$ cat config.mk
export PLATFORM = sky130hd
export DESIGN_NAME = memory_port_arbiter
export DESIGN_NICKNAME = d
export VERILOG_FILES = /design/src/rtl/memory_port_arbiter.sv
export SDC_FILE = /design/constraint.sdc
export NUM_CORES = 1
export LEC_CHECK = 0
export BUFFER_PORTS_ARGS = -buffer_cell sky130_fd_sc_hd__buf_2
export CORE_ASPECT_RATIO = 1.2
export CORE_MARGIN = 4
export CORE_UTILIZATION = 40
export DETAILED_ROUTE_END_ITERATION = 8
export PLACE_DENSITY = 0.72
export SETUP_SLACK_MARGIN = 0.15
export SKIP_LAST_GASP = 1
export SLEW_MARGIN = 20
export SYNTH_ARGS = -nofsm -noshare
export SYNTH_HDL_FRONTEND = slang
export SYNTH_SLANG_ARGS = --single-unit
$ cat constraint.sdc
create_clock -name Clock -period 2.81 [get_ports Clock]
set_input_delay 0.281 -clock Clock [delete_from_list [all_inputs] [get_ports Clock]]
set_output_delay 0.281 -clock Clock [all_outputs]
set_load 0.1 [all_outputs]
$ cat src/rtl/memory_port_arbiter.sv
// Command front-end for the single-port MEMORY: arbitrates one write and two read clients with
// rotating priority and produces read-valid strobes aligned with the memory's registered outputs.
module memory_port_arbiter #(
    parameter int unsigned DATA_WIDTH = 8,
    parameter int unsigned ADDR_WIDTH = 10,
    parameter int unsigned MEM_SIZE   = 10
) (
    input  logic                  Clock,
    input  logic                  Reset,
    input  logic                  iWrReq,
    input  logic [ADDR_WIDTH-1:0] iWrAddr,
    input  logic [DATA_WIDTH-1:0] iWrData,
    output logic                  oWrAck,
    input  logic                  iRdReqA,
    input  logic [ADDR_WIDTH-1:0] iRdAddrA,
    output logic                  oRdAckA,
    input  logic                  iRdReqB,
    input  logic [ADDR_WIDTH-1:0] iRdAddrB,
    output logic                  oRdAckB,
    output logic                  oMemWriteEnable,
    output logic                  oMemReadtoa,
    output logic                  oMemReadtob,
    output logic [ADDR_WIDTH-1:0] oMemAddress,
    output logic [DATA_WIDTH-1:0] oMemDataIn,
    output logic                  oRdValidA,
    output logic                  oRdValidB,
    output logic                  oErr
);

    localparam logic [ADDR_WIDTH-1:0] MaxAddr = ADDR_WIDTH'(MEM_SIZE);

    // Pointer names the client that has highest priority at the next edge.
    typedef enum logic [1:0] {
        PtrW = 2'd0,
        PtrA = 2'd1,
        PtrB = 2'd2
    } ptr_e;

    ptr_e                  ptr_q, ptr_d;
    logic                  wr_ack_q, wr_ack_d;
    logic                  rd_ack_a_q, rd_ack_a_d;
    logic                  rd_ack_b_q, rd_ack_b_d;
    logic                  we_q, we_d;
    logic                  rd_a_q, rd_a_d;
    logic                  rd_b_q, rd_b_d;
    logic                  valid_a_q, valid_a_d;
    logic                  valid_b_q, valid_b_d;
    logic                  err_q, err_d;
    logic [ADDR_WIDTH-1:0] addr_q, addr_d;
    logic [DATA_WIDTH-1:0] data_q, data_d;

    logic elig_w, elig_a, elig_b;
    logic gnt_w, gnt_a, gnt_b;
    logic oor_w, oor_a, oor_b;

    // A client acked this cycle is still holding req; mask it so it cannot be granted twice.
    assign elig_w = iWrReq  & ~wr_ack_q;
    assign elig_a = iRdReqA & ~rd_ack_a_q;
    assign elig_b = iRdReqB & ~rd_ack_b_q;

    assign oor_w = (iWrAddr  > MaxAddr);
    assign oor_a = (iRdAddrA > MaxAddr);
    assign oor_b = (iRdAddrB > MaxAddr);

    always_comb begin
        gnt_w = 1'b0;
        gnt_a = 1'b0;
        gnt_b = 1'b0;
        case (ptr_q)
            PtrA: begin
                if (elig_a)      gnt_a = 1'b1;
                else if (elig_b) gnt_b = 1'b1;
                else if (elig_w) gnt_w = 1'b1;
            end
            PtrB: begin
                if (elig_b)      gnt_b = 1'b1;
                else if (elig_w) gnt_w = 1'b1;
                else if (elig_a) gnt_a = 1'b1;
            end
            default: begin
                if (elig_w)      gnt_w = 1'b1;
                else if (elig_a) gnt_a = 1'b1;
                else if (elig_b) gnt_b = 1'b1;
            end
        endcase
    end

    always_comb begin
        ptr_d      = ptr_q;
        wr_ack_d   = 1'b0;
        rd_ack_a_d = 1'b0;
        rd_ack_b_d = 1'b0;
        we_d       = 1'b0;
        rd_a_d     = 1'b0;
        rd_b_d     = 1'b0;
        err_d      = 1'b0;
        addr_d     = addr_q;
        data_d     = data_q;
        // Memory data is registered, so valid trails the read strobe by exactly one cycle.
        valid_a_d  = rd_a_q;
        valid_b_d  = rd_b_q;

        if (gnt_w) begin
            wr_ack_d = 1'b1;
            we_d     = ~oor_w;
            err_d    = oor_w;
            addr_d   = iWrAddr;
            data_d   = iWrData;
            ptr_d    = PtrA;
        end else if (gnt_a) begin
            rd_ack_a_d = 1'b1;
            rd_a_d     = ~oor_a;
            err_d      = oor_a;
            addr_d     = iRdAddrA;
            ptr_d      = PtrB;
        end else if (gnt_b) begin
            rd_ack_b_d = 1'b1;
            rd_b_d     = ~oor_b;
            err_d      = oor_b;
            addr_d     = iRdAddrB;
            ptr_d      = PtrW;
        end
    end

    always_ff @(posedge Clock) begin
        if (!Reset) begin
            ptr_q      <= PtrW;
            wr_ack_q   <= 1'b0;
            rd_ack_a_q <= 1'b0;
            rd_ack_b_q <= 1'b0;
            we_q       <= 1'b0;
            rd_a_q     <= 1'b0;
            rd_b_q     <= 1'b0;
            valid_a_q  <= 1'b0;
            valid_b_q  <= 1'b0;
            err_q      <= 1'b0;
            addr_q     <= '0;
            data_q     <= '0;
        end else begin
            ptr_q      <= ptr_d;
            wr_ack_q   <= wr_ack_d;
            rd_ack_a_q <= rd_ack_a_d;
            rd_ack_b_q <= rd_ack_b_d;
            we_q       <= we_d;
            rd_a_q     <= rd_a_d;
            rd_b_q     <= rd_b_d;
            valid_a_q  <= valid_a_d;
            valid_b_q  <= valid_b_d;
            err_q      <= err_d;
            addr_q     <= addr_d;
            data_q     <= data_d;
        end
    end

    assign oWrAck          = wr_ack_q;
    assign oRdAckA         = rd_ack_a_q;
    assign oRdAckB         = rd_ack_b_q;
    assign oMemWriteEnable = we_q;
    assign oMemReadtoa     = rd_a_q;
    assign oMemReadtob     = rd_b_q;
    assign oMemAddress     = addr_q;
    assign oMemDataIn      = data_q;
    assign oRdValidA       = valid_a_q;
    assign oRdValidB       = valid_b_q;
    assign oErr            = err_q;

endmodule

==> flow_metrics.tcl <==
set metrics [dict create \
    leakagePower_nw 0.849 \
    timing.critical_path.from_type "flip-flop" \
    rsz0062_at_grt "no" \
    worst_ep_required_time_ns 3.05 \
    slowest_stage "or3b_1" \
    ctsHtreeMaxLevel 2 \
    ir_drop_v 0.000537 \
    rr_worst_depth 6 \
    seq_area_sq_um 581 \
    ys.warnings.count 0 \
    hold_end "oMemAddress[5]" \
    clk_pin_slew_ns 0.09 \
    r2r-start "ptr_q[0]" \
    clk_path_buf_depth 2 \
    clkSinkCount 29 \
    insertion_delay_ns 0.31 \
    grt_max_degree 26 \
    worst_pin_slew_ns 0.826 \
    critPathMaxStageDelay_ns 0.61 \
    dp_hpwl_um 2710 \
    clock_skew_ns 0.00812 \
    area_growth_pct 32.9 \
    r2r_slack_ns 0.51 \
    coreArea_sq_mm 0.00314 \
    cts_hold_buf 0 \
    syn_area_sq_mm 0.00135 \
    dp.cells 248 \
    initialDrtViolationCount 37 \
    cp_cell_sequence "inv_1 > ha_1 > a211o_1 > o211a_2 > or3b_1 > o211ai_1" \
    dieHeight_um 71.6 \
    setup_viol_count_final 0 \
    cp_num_buf_inv 1 \
    fin_util_pct 57.2 \
    netlist_instances 148 \
    num_vias 1368 \
    multi_input_area_sq_um 719 \
    largest_reg_flops 10 \
    start_util_pct 43.0 \
    cts_buffers 5 \
    final_period_minus_worst_setup_slack_ns 2.30 \
    hp-start "iWrAddr[5]" \
    hold_class "input pin to flip-flop" \
    ant_nets 0 \
    drc 0 \
    status "completed" \
    syn_nets 193 \
    drt-pass1-iter-count 4 \
    max_slew_margin_pct 43.5 \
    post_cts_buffers 0 \
    timing.fmax_mhz 434 \
    end_kind "flip-flop" \
    critPathTopFamily "compound AO/OA/AOI/OAI gates" \
    yosysSeqAreaShare_pct 43.0 \
    r2r-end "oMemAddress[9]" \
    hold_ws_ns 0.206 \
    hold_violations 0 \
    fp-row-count 22 \
    clockRootBuffer "clkbuf_4" \
    ys_seq_elements 29 \
    nFillCells 305 \
    grt_overflow 0 \
    powerDensity_mw_per_mm2 923 \
    synth.distinct_cells 30 \
    cts_tree "built" \
    viasPerCell 5.36 \
    ios 70 \
    port_buffers 69 \
    antenna_cells 0 \
    final_cells 255 \
    grt_pass1_wl_um 5620 \
    setup-tns-final_ns 0 \
    grt_pass1_vias 1276 \
    totalWireLength_um 3460 \
    hold_depth 3 \
    die_x_um 61.0 \
    dieArea_sq_mm 0.00437 \
    place_congestion 0.826 \
    path_class "flip-flop to flip-flop" \
    wl_per_cell_um 13.6 \
    track_usage_pct 16.8 \
    drv_slew 0 \
    drive_above_1_share_pct 39.3 \
    cp.arrival_ns 2.54 \
    worstPathMaxFanout 24 \
    critical_path_depth 6 \
    num-nets-final 264 \
    period_share_pct 81.9 \
    post_cts_resized 0 \
    maxCapViolCount 0 \
    antenna_found_initial 0 \
    syn_area_per_cell_sq_um 9.12 \
]
synthesized netlist by cell type:
cell,instances,share of area (%)
nor2b_1,4,1.9
a21oi_1,4,1.5
a21boi_0,8,4.4
nand3_1,22,8.2
dfxtp_1,29,43
nand3b_1,1,0.56
nand2b_1,2,0.93
or4b_4,1,1.0
o211ai_1,8,4.4
a2111oi_0,3,1.9
mux2i_1,10,7.4
o221ai_1,1,0.65
nand2_1,17,4.7
a211o_1,1,0.65
or3b_1,2,1.3
nor3_1,1,0.37
o31ai_1,1,0.56
a21o_1,3,1.7
buf_2,2,0.74
ha_1,2,1.9
o211ai_2,3,2.8
or4_1,3,1.7
nor2_1,1,0.28
nand2b_4,1,1.0
inv_1,5,1.4
clkbuf_1,7,1.9
and2_1,3,1.4
and3_1,1,0.46
o211a_2,1,0.74
a211oi_1,1,0.56
final cells by class:
type | instances | share of cell area [%]
Timing Repair Buffer | 73 | 20.9
Clock buffer | 7 | 3.07
Multi-Input combinational cell | 105 | 40.1
Sequential cell | 29 | 32.4
Tap cell | 36 | 2.51
Inverter | 5 | 1.05
stage by stage:
| stage | total power (W) | setup slack (ns) | area, sq um |
|---|---|---|---|
| after floorplan | 0.00125 | 0.377 | 1350 |
| after global placement | 0.00142 | 0.589 | 1740 |
| after detailed placement | 0.00142 | 0.521 | 1740 |
| after CTS | 0.00167 | 0.511 | 1790 |
| after global routing | 0.00174 | 0.388 | 1790 |
| final | 0.00166 | 0.508 | 1790 |
power by group:
part           total (W)  switching (W)  internal (W)
Sequential      0.000522      0.0000368      0.000485
Clock           0.000245       0.000128      0.000118
Combinational   0.000889       0.000704      0.000185
Total            0.00166       0.000868      0.000788
how the worst max path moves through the flow:
| stage | from | endpoint | slack [ns] |
|---|---|---|---|
| after floorplan | oRdAckA | oErr | 0.38 |
| after global placement | ptr_q[0] | oMemAddress[1] | 0.59 |
| after detailed placement | ptr_q[0] | oMemAddress[3] | 0.52 |
| after CTS | ptr_q[0] | oMemAddress[1] | 0.51 |
| after global routing | ptr_q[0] | oMemAddress[2] | 0.39 |
| final | ptr_q[0] | oMemAddress[9] | 0.51 |
layout by cell type (no fill, tap or decap), types with 2 or more instances in the layout:
master / n
nand3_1: 22
o211ai_1: 8
buf_4: 4
nand2_1: 17
clkbuf_4: 5
nor2b_1: 4
a21oi_1: 4
a21o_1: 3
a2111oi_0: 3
nand2b_1: 2
inv_1: 5
buf_2: 69
or4_1: 3
mux2i_1: 10
and2_1: 3
ha_1: 2
o211ai_2: 3
or3b_1: 2
dfxtp_1: 29
a21boi_0: 8
layer usage:
| metal | routed length (um) | global-route usage, % | vias up |
|---|---|---|---|
| li1 | - | - | 680 |
| met1 | 1490 | 21.9 | 611 |
| met2 | 1510 | 24.4 | 72 |
| met3 | 413 | 7.75 | 5 |
| met4 | 44 | 5.54 | 0 |
| met5 | 0 | 0 | - |
cells by family (layout without fill, tap and decap cells):
logic type	Yosys count	after routing	share of synthesized area, %
buffers and inverters	14	85	4.08
AO/OA/AOI/OAI	34	34	19.9
AND/OR/NAND/NOR	59	59	23.7
multiplexers	10	10	7.41
adder cells (fa/ha/maj)	2	2	1.85
flip-flops	29	29	43.0
worst min-delay path: stages:
cell and delay [ns]:
buf_2 0.09, nand3_1 0.07, o211ai_2 0.06
No activity file was read; power rests on OpenSTA's default activity.
